**src/rtl/pipe_skid_reg_if.sv**
```systemverilog
// Valid/ready handshake bundle for pipe_skid_reg: producer side, consumer side and occupancy.
// The slave modport is the register's own view of the bundle.
interface pipe_skid_reg_if #(
    parameter int unsigned WIDTH = 32
);
    logic             in_valid;
    logic             in_ready;
    logic [WIDTH-1:0] in_data;
    logic             out_valid;
    logic             out_ready;
    logic [WIDTH-1:0] out_data;
    logic [1:0]       count;

    modport slave (
        input  in_valid,
        input  in_data,
        input  out_ready,
        output in_ready,
        output out_valid,
        output out_data,
        output count
    );

    modport master (
        output in_valid,
        output in_data,
        output out_ready,
        input  in_ready,
        input  out_valid,
        input  out_data,
        input  count
    );
endinterface

```
**src/rtl/pipe_skid_reg.sv**
```systemverilog
// Two-entry elastic pipeline register (main + skid) with a fully registered in_ready.
// Sustains one transfer per cycle with one cycle of latency.
module pipe_skid_reg #(
    parameter int unsigned WIDTH = 32
) (
    input logic            clk,
    input logic            reset,
    input logic            flush,
    pipe_skid_reg_if.slave bus
);
    // Encoding is {skid_valid, main_valid}; 2'b10 is unreachable.
    typedef enum logic [1:0] {
        StEmpty = 2'b00,
        StBusy  = 2'b01,
        StFull  = 2'b11
    } state_e;

    state_e           state_q, state_d;
    logic [WIDTH-1:0] main_q, main_d;
    logic [WIDTH-1:0] skid_q, skid_d;
    logic             main_valid, skid_valid;
    logic             in_fire, out_fire;

    assign main_valid = state_q[0];
    assign skid_valid = state_q[1];

    assign bus.out_data  = main_q;
    assign bus.out_valid = main_valid;
    assign bus.in_ready  = ~skid_valid;
    assign bus.count     = {1'b0, main_valid} + {1'b0, skid_valid};

    assign in_fire  = bus.in_valid & ~skid_valid;
    assign out_fire = main_valid & bus.out_ready;

    always_comb begin
        state_d = state_q;
        main_d  = main_q;
        skid_d  = skid_q;
        if (flush) begin
            state_d = StEmpty;
        end else begin
            unique case (state_q)
                StEmpty: begin
                    if (in_fire) begin
                        state_d = StBusy;
                        main_d  = bus.in_data;
                    end
                end
                StBusy: begin
                    if (in_fire && out_fire) begin
                        main_d = bus.in_data;
                    end else if (in_fire) begin
                        state_d = StFull;
                        skid_d  = bus.in_data;
                    end else if (out_fire) begin
                        state_d = StEmpty;
                    end
                end
                StFull: begin
                    // in_ready is low here, so only the consumer side can move.
                    if (out_fire) begin
                        state_d = StBusy;
                        main_d  = skid_q;
                    end
                end
                default: state_d = StEmpty;
            endcase
        end
    end

    always_ff @(posedge clk or negedge reset) begin
        if (!reset) begin
            state_q <= StEmpty;
            main_q  <= '0;
            skid_q  <= '0;
        end else begin
            state_q <= state_d;
            main_q  <= main_d;
            skid_q  <= skid_d;
        end
    end
endmodule

```
**src/flat_wrapper.sv**
```systemverilog
// flat-port wrapper written by rule: the top's interface ports become plain ports
module pipe_skid_reg_flat 
#(
    parameter int unsigned WIDTH = 32
)
  (clk, reset, flush, bus_in_valid, bus_in_data, bus_out_ready, bus_in_ready, bus_out_valid, bus_out_data, bus_count);
  pipe_skid_reg_if #(.WIDTH(WIDTH)) bus_i ();
  input logic clk;
  input logic reset;
  input logic flush;
  input wire logic [$bits(bus_i.in_valid)-1:0] bus_in_valid;
  input wire logic [$bits(bus_i.in_data)-1:0] bus_in_data;
  input wire logic [$bits(bus_i.out_ready)-1:0] bus_out_ready;
  output wire logic [$bits(bus_i.in_ready)-1:0] bus_in_ready;
  output wire logic [$bits(bus_i.out_valid)-1:0] bus_out_valid;
  output wire logic [$bits(bus_i.out_data)-1:0] bus_out_data;
  output wire logic [$bits(bus_i.count)-1:0] bus_count;
  assign bus_i.in_valid = bus_in_valid;
  assign bus_i.in_data = bus_in_data;
  assign bus_i.out_ready = bus_out_ready;
  assign bus_in_ready = bus_i.in_ready;
  assign bus_out_valid = bus_i.out_valid;
  assign bus_out_data = bus_i.out_data;
  assign bus_count = bus_i.count;
  pipe_skid_reg #(.WIDTH(WIDTH)) u_core (.clk(clk), .reset(reset), .flush(flush), .bus(bus_i));
endmodule
```
**config.mk**
```make
export PLATFORM = sky130hd
export DESIGN_NAME = pipe_skid_reg_flat
export DESIGN_NICKNAME = d
export VERILOG_FILES = /design/src/rtl/pipe_skid_reg_if.sv /design/src/rtl/pipe_skid_reg.sv /design/src/flat_wrapper.sv
export SDC_FILE = /design/constraint.sdc
export NUM_CORES = 1
export LEC_CHECK = 0
export CAP_MARGIN = 5
export CORE_ASPECT_RATIO = 1.75
export CORE_MARGIN = 2
export CORE_UTILIZATION = 35
export CTS_BUF_LIST = sky130_fd_sc_hd__clkbuf_8
export CTS_CLUSTER_DIAMETER = 30
export DETAILED_ROUTE_END_ITERATION = 7
export PLACE_DENSITY_LB_ADDON = 0.05
export SKIP_CTS_REPAIR_TIMING = 1
export SLEW_MARGIN = 20
export SYNTH_ARGS = -nofsm -noshare
export SYNTH_HDL_FRONTEND = slang
export SYNTH_SLANG_ARGS = --single-unit
```
**constraint.sdc**
```tcl
create_clock -name clk -period 1.8 [get_ports clk]
set_input_delay 0.27 -clock clk [delete_from_list [all_inputs] [get_ports clk]]
set_output_delay 0.27 -clock clk [all_outputs]
set_load 0.01 [all_outputs]
```
== Word-level counts from Yosys, hierarchy flattened ==
Index checks and enable logic that the tools add are counted.
Storage, ports and cells
  flip-flop bits (word level): 66
  bits of input ports: 37
  word-level logic and storage cells: 35
Cells by class
  add/subtract/negate cells: 1
  equality and inequality tests: 9
  mux-type cells: 11
  bitwise logic cells: 5
  reductions and logical operators: 6
Operators with widths (number)
  two-way mux 32 bit: 3
  case mux 32 bit (3 select lines): 1
  two-way mux 2 bit: 6
  AND reduction 4 bit: 2
  inequality test 2 x 1 -> 1 bit (second input constant): 3
  inequality test 3 x 2 -> 1 bit (second input constant): 2
  case mux 2 bit (3 select lines): 1
  AND reduction 5 bit: 1
  inequality test 4 x 2 -> 1 bit (second input constant): 1
  inequality test 3 bit (second input constant): 1
  NOT 1 bit: 3
  nonzero test 3 bit: 1
  adder 1 x 1 -> 2 bit: 1
  bitwise AND 1 bit: 2
  equality test 2 x 1 -> 1 bit (second input constant): 1
  equality test 2 bit (second input constant): 1
  logical NOT 2 bit: 1
  logical AND 1 bit: 1

== Logic depth before layout (Yosys ltp) ==
Gate-level depths: netlist of run 1.
  depth after elaboration: 6
  mapped depth: 7
  mapped depth without buffers: 6

== Worst setup path before layout of run 1 ==
OpenSTA, ideal clock, no wires.
  path kind: reg-to-reg
  from: register u_core.state_q[0]
  to: register u_core.main_q[3], in the netlist u_core.bus.out_data[3]
  setup time: 0.134 ns
  arrival time: 1.530 ns
  required time: 1.666 ns
  slack: 0.136 ns
  cell stages (with the launch flop): 8
  period minus slack after synthesis: 1.664 ns
  cell sequence: dfrtp_1 -> ha_1 -> buf_2 -> o2bb2ai_1 -> o211ai_4 -> buf_4 -> nand2_1 -> o21ai_0
Between the ends
  longest elaborated chain between the ends: 4
Ends and longest elaborated chain
  start: declaration: line pipe_skid_reg.sv:18  | state_e state_q, state_d;
  start signal: assignment: line pipe_skid_reg.sv:73  | state_q <= StEmpty;
  start signal: assignment: line pipe_skid_reg.sv:77  | state_q <= state_d;
  bitwise AND 1 bit: line pipe_skid_reg.sv:33  | assign out_fire = main_valid & bus.out_ready;
  logical AND 1 bit: line pipe_skid_reg.sv:50  | if (in_fire && out_fire) begin
  inequality test 2 x 1 -> 1 bit (no line)
  AND reduction 5 bit (no line)
  end signal: assignment: line pipe_skid_reg.sv:78  | main_q <= main_d;
  end: declaration: line pipe_skid_reg.sv:19  | logic [WIDTH-1:0] main_q, main_d;
Several ways; a longest one is shown, not always the timed one.
A chain may end at the register's enable or synchronous reset.

== Worst setup path after layout of run 1 ==
  from: register u_core.state_q[0]
  to: output port bus_out_valid
RTL lines
  end: declaration: line flat_wrapper.sv:15  | output wire logic [$bits(bus_i.out_valid)-1:0] bus_out_valid;
No word-level cell between the ends.

==> metrics.md, run 1 <==
| Metric | Value |
|---|---|
| Detail Route Antenna Nets | 0 |
| IO Port Bufs | 72 |
| Syn_area_per_cell | 13.2 µm² |
| Origin of the critical flop-to-flop path | u_core.state_q[1] |
| Area of the core region | 8560 µm² |
| Cell types with the largest area share after synthesis | dfrtp_1, mux2_4, mux2i_1, o21ai_0, nand2_1 |
| Worst-Margin Slew | between 300 and 400 ps |
| I/O pin cnt | 73 |
| Total clock sinks | 66 |
| Worst R2R Setup Slack | 130 ps |
| First drt pass iteration count | 2 |
| Sum of net half-perimeters after detailed placement | 4260 µm |
| Power density over cell area | 1510 nW/µm² |
| Initial core utilization | 35.7% |
| Crit path buffers/inverters | 2 |
| Data arrival at the endpoint of the critical path | 1460 ps |
| Diodes inserted | 0 |
| Clock-pin slew reported for the worst setup and hold paths after clock tree synthesis | 70 ps |
| GRT overflow | 0 |
| Outcome | finished clean |
| Parity-gate share of the synthesized area counting xor and xnor cells | 0.287% |
| Die outline area | 9510 µm² |
| Unique cell type count in the Yosys netlist | 23 |
| Seq/Total Area, Yosys | 54.1% |
| Count of synthesis-stage warnings from yosys | 0 |
| Max-Slew Margin vs Limit | 75.9% |
| Maximum number of pins on one net before global-route repair | 67 |
| Final count of negative-setup-slack endpoints | 0 |
| Worst voltage drop across the vdd grid | 0.661 mV |
| Depth of the most critical reg-to-reg path | 6 |
| CTS tree | yes |
| Fraction of layout cells with a size suffix above 1 | roughly a fifth |
| Leakage power total | 1.89 nW |
| Period minus WS final | 1730 ps |
| Hold Vio Cnt, Final | 0 |
| Horizontal die dimension | 74.6 µm |
| Max Cap Violations | 0 |
| Met1 global-route usage | 18.1% |
| Yosys top cell by area | dfrtp_1 |
| Buffer cell driving the clock tree root | clkbuf_8 |
| Total count of max-transition violations in the final report | 0 |
| Clock latency on the worst-skew pair | roughly 340 ps |
| Met2 demand-to-capacity share in global routing | between 20 and 25% |
| Worst r2r dst | u_core.state_q[1] |
| Synth Area in Compound Gates | 7.01% |
| Nets@finish | 356 |
| Multiplexer share of the synthesized area | 26.7% |
| Vias after detailed routing | ~2000 |
| Register bit total from synthesis | 66 |
| Post-synthesis adder-cell area fraction | 2.05% |
| Residual DRC count | 0 |
| Proportion of netlist area held by the largest area contributor | 54.1% |
| Top delay family on crit path | buffers and inverters |
| Number of buffers added by the clock tree synthesis step | 9 |
| Number of standard cells after synthesis | 232 |
| Critical setup path kind | flop to primary output |
| Buffer depth of the longest clock path | 2 |
| Busiest layer in global routing | met2 |
| Capturing element type of the critical path | primary output |
| Cell with the largest stage delay on the worst path | clkdlybuf4s50_1 |
| Grt met3 use | 3.55% |
| Count of H-tree levels built during CTS | 3 |
| Via count of the first global-routing pass | 2049 |
| Site row count | 45 |
| Final WL | 6290 µm |
| Net Count, Synth | 274 |
| Cells along the critical path | buf_4 -> clkdlybuf4s50_1 |
| Wire length of the first global-routing pass | 10200 µm |
| Vias per cell | 4.53 |
| Maximum single-stage delay on the critical path | 530 ps |
| Initial antenna violation count | 0 |
| Largest fanout on the critical path | 5 |
| Fill count | 837 |
| Chip Height | 128 µm |
| Total routing usage reported by global routing | 14.5% |
| Setup TNS | 0 ps |
| Wire length per cell | 14.4 µm |
| Fin Clk Skew | about 8.5 ps |
| Startpoint Class | flop |
| Cell Count Post-Placement | 418 |
| Required time reported for the critical path endpoint | 1530 ps |
| RSZ-0062 raised after global routing | no |
| Area of the mapped netlist | 3050 µm² |
| Final Instance Count excl. Fillers | 436 |
| Worst min-delay path category | input pin to async pin |
| Tcrit/Tclk final | 96.2% |
| Area Overhead vs Synth | 37.5% |
| FMAX | 0.578 GHz |
| Starting DRC count in detailed routing | ~110 |
| Largest family of logic cells by synthesized area | multiplexers |
| Simple-Gate Fraction of Synth Area | ~6.3% |
| Power, Total | around 6.3 mW |
| Weighted congestion reported at the end of routability-driven placement | 0.667 |
[cell usage after synthesis (all sizes together)]
cell type / count
a211o: 1
a221oi: 1
buf: 12
clkbuf: 2
dfrtp: 66
ha: 5
inv: 2
mux2: 32
mux2i: 34
nand2: 34
nand2b: 2
nand3: 1
nand4b: 1
nor2: 2
nor2b: 2
o211ai: 1
o21ai: 32
o2bb2ai: 1
xor2: 1
[through the flow]
stage               area [µm²]  setup slack, ps  hold WS, ps  util [%]
floorplan                 3050              136        -25.6         -
global placement          3960             12.0          321      46.3
detailed placement        3960            -13.3          321      46.3
CTS                       4150             -218        -68.4      48.5
global route              4200             6.66          500      49.0
finish                    4200             68.7          466      49.0
[placed cells by master, fill, tap and decap left out, types with 2 or more instances in the layout]
cell type / netlist / final
ha_1: 5 / 3
nand2_1: 34 / 34
mux2_4: 30 / 30
clkbuf_8: 0 / 10
clkdlybuf4s50_1: 0 / 69
dfrtp_1: 66 / 65
dlymetal6s2s_1: 0 / 2
mux2_2: 2 / 2
clkinv_2: 0 / 3
o21ai_0: 32 / 32
buf_4: 3 / 7
buf_12: 0 / 5
mux2i_1: 34 / 34
nor2_1: 2 / 2
nand2b_1: 2 / 2
inv_1: 2 / 3
[how the worst max path moves through the flow]
stage	from	endpoint	slack, ps	cells after the start
after global routing	u_core.state_q[0]	bus_out_valid	7	2
final	u_core.state_q[0]	bus_out_valid	70	2
after floorplan	u_core.state_q[0]	u_core.bus.out_data[3]	140	7
after CTS	u_core.state_q[0]	bus_count[0]	-220	3
after detailed placement	bus_in_valid	u_core.state_q[1]	-10	6
after global placement	bus_in_valid	u_core.state_q[0]	10	6
[power breakdown]
part / internal [mW] / switching (mW) / leakage, nW
clock: 0.667 / 0.564 / 0.107
combinational: 1.54 / 0.948 / 0.971
sequential: 2.20 / 0.398 / 0.807
total: 4.41 / 1.91 / 1.89
[kinds of logic after synthesis]
group                    Yosys count
AO/OA/AOI/OAI                     36
XOR/XNOR                           1
adder cells (fa/ha/maj)            5
buffers and inverters             16
flip-flops                        66
multiplexers                      66
AND/OR/NAND/NOR                   42
[layout make-up]
| cell class | instances | area (µm²) | share of cell area (%) |
|---|---|---|---|
| Clock buffer | 10 | 138 | 3.28 |
| Inverter | 2 | 7.51 | 0.179 |
| Timing Repair Buffer | 85 | 883 | 21.0 |
| Tap cell | 117 | 146 | 3.49 |
| Clock inverter | 6 | 57.6 | 1.37 |
| Multi-Input combinational cell | 150 | 1310 | 31.2 |
| Sequential cell | 66 | 1650 | 39.4 |
[worst min-delay path: stages]
cell	delay, ps
dlygate4sd3_1	520
buf_2	120
buf_12	300
[sequential cells by signal, summed over array words and instances, names as in the netlist]
| name | cells |
|---|---|
| u_core.skid_q | 32 |
| u_core.state_q | 2 |
| u_core.bus.out_data | 32 |
[metal layers]
metal | vias to the layer above | part of all wire [%] | routed length, µm
li1 | 960 | - | -
met1 | 959 | 44 | 2750
met2 | 45 | 50 | 3150
met3 | 11 | 4.0 | 253
met4 | 0 | 2.2 | 141
met5 | - | 0 | 0
Note: power is estimated with default switching activity, not from simulation.
==> run 2, diff against run 1 <==
--- a/config.mk
+++ b/config.mk
@@ -8,12 +8,11 @@
 export CAP_MARGIN = 5
 export CORE_ASPECT_RATIO = 1.75
 export CORE_MARGIN = 2
-export CORE_UTILIZATION = 35
+export CORE_UTILIZATION = 51
 export CTS_BUF_LIST = sky130_fd_sc_hd__clkbuf_8
 export CTS_CLUSTER_DIAMETER = 30
 export DETAILED_ROUTE_END_ITERATION = 7
 export PLACE_DENSITY_LB_ADDON = 0.05
-export SKIP_CTS_REPAIR_TIMING = 1
 export SLEW_MARGIN = 20
 export SYNTH_ARGS = -nofsm -noshare
 export SYNTH_HDL_FRONTEND = slang
==> metrics.md, run 2 (synthesis results as in run 1) <==
| Metric | Value |
|---|---|
| Outcome | finished clean |
| Critical setup path kind | flop to primary output |
| Buffer depth of the longest clock path | 2 (unchanged) |
| Power density over cell area | 1520 nW/µm² (+0.83%) |
| Top library cells by usage in the layout, fill and taps aside | clkdlybuf4s50_1, dfrtp_1, mux2i_1, nand2_1, o21ai_0 |
| Sum of net half-perimeters after detailed placement | 3970 µm (-6.8%) |
| Maximum number of pins on one net before global-route repair | 67 (unchanged) |
| Worst voltage drop across the vdd grid | 0.881 mV (+33%) |
| Initial antenna violation count | 0 (unchanged) |
| Combinational share of power | 39.7% (+0.3 points) |
| Site row count | 37 (-18%) |
| Number of buffers added by the clock tree synthesis step | 9 (unchanged) |
| Capturing element type of the critical path | primary output |
| Vias per cell | 5.01 (+11%) |
| Setup TNS | 0 ps (unchanged) |
| Area Overhead vs Synth | 34.5% |
| Initial core utilization | 52.3% (+17 points) |
| Total count of max-transition violations in the final report | 0 (unchanged) |
| Detail Route Antenna Nets | 0 (unchanged) |
| Total clock sinks | 66 (unchanged) |
| Vias after detailed routing | 1975 (unchanged) |
| Diodes inserted | 0 (unchanged) |
| RSZ-0062 raised after global routing | no |
| Clock latency on the worst-skew pair | 340 ps (about the same) |
| Via count of the first global-routing pass | 2130 (+4.0%) |
| Die outline area | 6640 µm² (-30%) |
| Final standard cell area without fillers | 4100 µm² (-2.2%) |
| Hold Vio Cnt, Final | 0 (unchanged) |
| Starting DRC count in detailed routing | 71 (-34%) |
| Startpoint Class | flop |
| Required time reported for the critical path endpoint | 1530 ps (about the same) |
| Chip Height | 106 µm (-17%) |
| Fraction of layout cells with a size suffix above 1 | 20.6% (-0.75 points) |
| Most common cell after layout, fill and taps aside | clkdlybuf4s50_1 |
| Largest fanout on the critical path | 4 (-1) |
| Leakage power total | 1.84 nW (-2.6%) |
| CTS tree | yes |
| Buffer cell driving the clock tree root | clkbuf_8 |
| Period minus WS final | 1650 ps (-79.6 ps) |
| Cells along the critical path | buf_4 -> ha_2 -> dlygate4sd2_1 |
| Final setup slack of the worst path | 148 ps (+79.6 ps) |
| Max Cap Violations | 0 (unchanged) |
| IO Port Bufs | 72 (unchanged) |
| Total routing usage reported by global routing | 20.0% (+5.4 points) |
| Net Sw Frac | 30.3% (+0.081 points) |
| Final WL | 5960 µm (-5.4%) |
| GRT overflow | 0 (unchanged) |
| Placed cell area | 3880 µm² (-2.0%) |
| Setup Slack @ Placement | -10.7 ps (+2.58 ps) |
| Power, Total | 6.23 mW (-1.4%) |
| Maximum single-stage delay on the critical path | 430 ps (-100 ps) |
| Worst hold margin | 476 ps (+10.0 ps) |
| Final count of negative-setup-slack endpoints | 0 (unchanged) |
| Nets@finish | 354 (-0.56%) |
| Tcrit/Tclk final | 91.8% (-4.4 points) |
| Sequential power share | 41.5% (+0.4 points) |
| Data arrival at the endpoint of the critical path | 1380 ps (-80 ps) |
| Cell with the largest stage delay on the worst path | dfrtp_2 |
| Worst-Margin Slew | 353 ps (-8.59 ps) |
| Wire length of the first global-routing pass | 10400 µm (+1.8%) |
| Multi-input gate area in the final layout | 1300 µm² (-0.76%) |
| Count of H-tree levels built during CTS | 3 (unchanged) |
| Wire length per cell | 15.1 µm (+4.7%) |
| I/O pin cnt | 73 (unchanged) |
| FMAX | 0.605 GHz (+4.8%) |
| Sequential Area | 1650 µm² (unchanged) |
| Residual DRC count | 0 (unchanged) |
| Part of the power in the clock network | 18.7% (-0.8 points) |
| Fill count | 454 (-46%) |
| Area of the core region | 5830 µm² (-32%) |
| Weighted congestion reported at the end of routability-driven placement | 0.677 (+1.6%) |
| Fin Clk Skew | 13.1 ps (+4.66 ps) |
| Switching component of the power | 1.89 mW (-1.1%) |
| Cell internal pwr | 4.34 mW (-1.5%) |
| Max-Slew Margin vs Limit | 76.5% (+0.57 points) |
| Worst min-delay path category | input pin to async pin |
| Clock-pin slew reported for the worst setup and hold paths after clock tree synthesis | 70 ps (about the same) |
| Horizontal die dimension | 62.5 µm (-16%) |
| First drt pass iteration count | 5 (+3) |
-- run 2: worst paths after layout --
| check | start | end | slack, ps | cells past startpoint |
|---|---|---|---|---|
| setup / recovery | u_core.state_q[0] | bus_count[1] | 150 | 3 |
| hold / removal | reset | u_core.bus.out_data[25] | 480 | 3 |
| setup reg to reg | u_core.state_q[0] | u_core.bus.out_data[3] | 170 | 7 |
| hold reg to reg | u_core.bus.out_data[28] | u_core.bus.out_data[28] | 480 | 2 |
| max in group asynchronous | reset | u_core.bus.out_data[20] | 1030 | 3 |
| min in group clk | u_core.bus.out_data[28] | u_core.bus.out_data[28] | 480 | 2 |
-- run 2: through the flow --
step	cells	utilization (%)
after floorplan	232	-
after global placement	375	66.5
after detailed placement	375	66.5
after CTS	394	70.2
after global routing	394	70.4
final	394	70.4
-- run 2: layer usage --
layer | vias up | track usage, % | part of all wire, %
met1 | 966 | 24.6 | 43
met3 | 5 | 4.76 | 3.0
li1 | 961 | - | -
met4 | 0 | 7.14 | 1.0
met2 | 43 | 34.0 | 53
met5 | - | 0 | 0
-- run 2: power groups by stage --
stage / Sequential [mW] / Clock (mW) / Combinational, mW
after global placement: 2.59 / 0 / 2.41
final: 2.59 / 1.17 / 2.48
after CTS: 2.59 / 1.21 / 2.51
after detailed placement: 2.62 / 0 / 2.45
after global routing: 2.69 / 1.28 / 2.70
after floorplan: 2.72 / 0 / 1.24
-- run 2: repair_timing --
action                     in CTS  in global routing
setup endpoints to repair       2                 32
setup buffers                   3                  0
pin swaps                       0                  0
gates resized for setup         3                  2
hold endpoints to repair       66                  0
hold buffers                    1                  0
-- run 2: cell type report --
cell class | count | area share, %
multi-input combinational | 150 | 31.7
clock buffer | 9 | 3.02
timing repair buffer | 83 | 21.0
sequential | 66 | 40.3
clock inverter | 6 | 1.46
inverter | 2 | 0.183
tap | 78 | 2.38
-- run 2: critical path, delay by kind of cell (launching register included) --
kind	cells	cell delay [ps]
flip-flops	1	430
buffers and inverters	2	430
adder cells (fa/ha/maj)	1	200
==> run 3, diff against run 2 <==
--- a/config.mk
+++ b/config.mk
@@ -7,12 +7,13 @@
 export LEC_CHECK = 0
 export CAP_MARGIN = 5
 export CORE_ASPECT_RATIO = 1.75
-export CORE_MARGIN = 2
+export CORE_MARGIN = 4
 export CORE_UTILIZATION = 51
 export CTS_BUF_LIST = sky130_fd_sc_hd__clkbuf_8
 export CTS_CLUSTER_DIAMETER = 30
 export DETAILED_ROUTE_END_ITERATION = 7
 export PLACE_DENSITY_LB_ADDON = 0.05
+export SKIP_LAST_GASP = 1
 export SLEW_MARGIN = 20
 export SYNTH_ARGS = -nofsm -noshare
 export SYNTH_HDL_FRONTEND = slang
==> constraint.sdc (replaced) <==
create_clock -name clk -period 1.8 [get_ports clk]
set_input_delay 0.27 -clock clk [delete_from_list [all_inputs] [get_ports clk]]
set_output_delay 0.27 -clock clk [all_outputs]
set_load 0.005 [all_outputs]
==> metrics.md, run 3 (synthesis results as in run 1) <==
| Metric | Value |
|---|---|
| Wire length of the first global-routing pass | 9910 µm (-4.5%) |
| Total routing usage reported by global routing | 18.1% (-1.9 points) |
| Area of the core region | 5830 µm² (unchanged) |
| Most common cell after layout, fill and taps aside | clkdlybuf4s50_1 |
| Clock latency on the worst-skew pair | 340 ps (about the same) |
| Cells along the critical path | buf_4 -> buf_4 -> clkdlybuf4s50_1 |
| Nets@finish | 355 (+0.28%) |
| Sum of net half-perimeters after detailed placement | 4080 µm (+2.8%) |
| Fin Clk Skew | 7.66 ps (-5.45 ps) |
| RSZ-0062 raised after global routing | no |
| GRT overflow | 0 (unchanged) |
| Fraction of layout cells with a size suffix above 1 | 20.8% (+0.25 points) |
| Via count of the first global-routing pass | 2055 (-3.5%) |
| Clock-pin slew reported for the worst setup and hold paths after clock tree synthesis | 70 ps (about the same) |
| Weighted congestion reported at the end of routability-driven placement | 0.791 (+17%) |
| Crit path buffers/inverters | 3 (+1) |
| Required time reported for the critical path endpoint | 1530 ps (about the same) |
| Starting DRC count in detailed routing | 86 (+21%) |
| Final count of negative-setup-slack endpoints | 0 (unchanged) |
| Area Overhead vs Synth | 34.9% |
| Period minus WS final | 1720 ps (+72.6 ps) |
| Site row count | 37 (unchanged) |
| Buffer cell driving the clock tree root | clkbuf_8 |
| IO Port Bufs | 72 (unchanged) |
| Horizontal die dimension | 66.5 µm (+6.4%) |
| Total clock sinks | 66 (unchanged) |
| Max Cap Violations | 0 (unchanged) |
| Switching component of the power | 1.78 mW (-5.7%) |
| Startpoint Class | flop |
| I/O pin cnt | 73 (unchanged) |
| Capturing element type of the critical path | primary output |
| Critical setup path kind | flop to primary output |
| Setup Slack @ Placement | 35.3 ps (+46.0 ps) |
| Final setup slack of the worst path | 75.7 ps (-72.6 ps) |
| Buffer depth of the longest clock path | 2 (unchanged) |
| Vias per cell | 5.06 (+0.96%) |
| Hold Vio Cnt, Final | 0 (unchanged) |
| Crit path top cell by count | buf_4 |
| Net Sw Frac | 29.7% (-0.64 points) |
| Maximum number of pins on one net before global-route repair | 67 (unchanged) |
| Power density over cell area | 1460 nW/µm² (-3.9%) |
| First drt pass iteration count | 4 (-1) |
| Crit. Startpoint | u_core.state_q[0] |
| Leakage power total | 1.85 nW (+0.60%) |
| Part of the power in the clock network | 17.1% (-1.6 points) |
| Tcrit/Tclk final | 95.8% (+4.0 points) |
| Wire length per cell | 15.5 µm (+2.3%) |
| Largest fanout on the critical path | 4 (unchanged) |
| CTS tree | yes |
| Cell internal pwr | 4.23 mW (-2.7%) |
| Residual DRC count | 0 (unchanged) |
| Initial antenna violation count | 0 (unchanged) |
| Initial core utilization | 52.3% (unchanged) |
| Vias after detailed routing | 1999 (+1.2%) |
| Worst hold margin | 478 ps (+1.43 ps) |
| Final WL | 6110 µm (+2.6%) |
| Sequential power share | 43.3% (+1.8 points) |
| Worst min-delay path category | input pin to async pin |
| Data arrival at the endpoint of the critical path | 1450 ps (+70 ps) |
| Total count of max-transition violations in the final report | 0 (unchanged) |
| Max-Slew Margin vs Limit | 76.5% (about the same) |
| FMAX | 0.580 GHz (-4.2%) |
| Combinational share of power | 39.7% (about the same) |
| Top library cells by usage in the layout, fill and taps aside | clkdlybuf4s50_1, dfrtp_1, mux2i_1, nand2_1, o21ai_0 |
| Top delay family on crit path | buffers and inverters |
| Die outline area | 7330 µm² (+10%) |
| Cell with the largest stage delay on the worst path | clkdlybuf4s50_1 |
| Worst voltage drop across the vdd grid | 0.925 mV (+5.0%) |
| Count of H-tree levels built during CTS | 3 (unchanged) |
| Chip Height | 110 µm (+3.8%) |
| Worst-Margin Slew | 352 ps (-0.919 ps) |
| Number of buffers added by the clock tree synthesis step | 9 (unchanged) |
| Maximum single-stage delay on the critical path | 440 ps (about the same) |
| Outcome | finished clean |
| Setup TNS | 0 ps (unchanged) |
| Diodes inserted | 0 (unchanged) |
| Detail Route Antenna Nets | 0 (unchanged) |
| Origin of the critical flop-to-flop path | u_core.state_q[0] |
==> run 3: cell types whose count changed in the layout (fill, tap and decap cells not counted), sizes merged <==
| cell | delta |
|---|---|
| buf | +1 |
| bufinv | -1 |
| clkinv | +1 |
| clkinvlp | +1 |
| dlygate4sd2 | -1 |
| dlymetal6s2s | +1 |
| inv | -1 |
==> run 3: path summary, 6_finish.rpt <==
check	to	slack, ps	cells after the start
min in group clk	u_core.bus.out_data[16]	480	2
max in group asynchronous	u_core.bus.out_data[6]	1030	3
max	bus_out_valid	80	3
max reg2reg	u_core.skid_q[15]	140	6
min	u_core.skid_q[24]	480	3
min reg2reg	u_core.bus.out_data[16]	480	2
==> run 3: area by class of cell <==
cell class                      instances  area (µm²)
Fill cell                             461        1720
Inverter                                2        7.51
Timing Repair Buffer                   84         888
Clock buffer                            9         124
Multi-Input combinational cell        150        1310
Clock inverter                          6        35.0
Tap cell                               78        97.6
Sequential cell                        66        1650
==> run 3: tightest hold or removal path: stages <==
cell           delay [ps]
dlygate4sd3_1         520
buf_2                 120
buf_12                300
==> run 3: what timing repair did <==
action                                  CTS  global route
gates resized for setup                   3             3
endpoints found under the setup margin    2            32
setup buffers                             2             0
endpoints found under the hold margin    66             0
hold buffers                              1             0
==> run 3: stage by stage <==
step / total power [mW] / instances / utilization, % / cell area, µm²
floorplan: 3.81 / 232 / - / 3050
global placement: 4.92 / 377 / 67.0 / 3910
detailed placement: 4.98 / 377 / 67.0 / 3910
CTS: 6.08 / 395 / 70.4 / 4100
global route: 6.43 / 395 / 70.5 / 4120
finish: 6.01 / 395 / 70.5 / 4120
==> run 3: power groups by stage <==
stage / logic, mW / registers [mW] / clock network (mW)
2_1_floorplan: 1.23 / 2.58 / 0
3_3_place_gp: 2.32 / 2.60 / 0
3_5_place_dp: 2.37 / 2.61 / 0
4_1_cts: 2.42 / 2.60 / 1.06
5_1_grt: 2.62 / 2.69 / 1.12
6_report: 2.38 / 2.60 / 1.02
==> run 3: per-layer routing <==
layer | vias up | wire [µm] | GRT usage (%)
li1 | 964 | - | -
met1 | 981 | 2680 | 22.4
met2 | 47 | 3080 | 29.7
met3 | 7 | 251 | 5.38
met4 | 0 | 102 | 6.54
met5 | - | 0 | 0
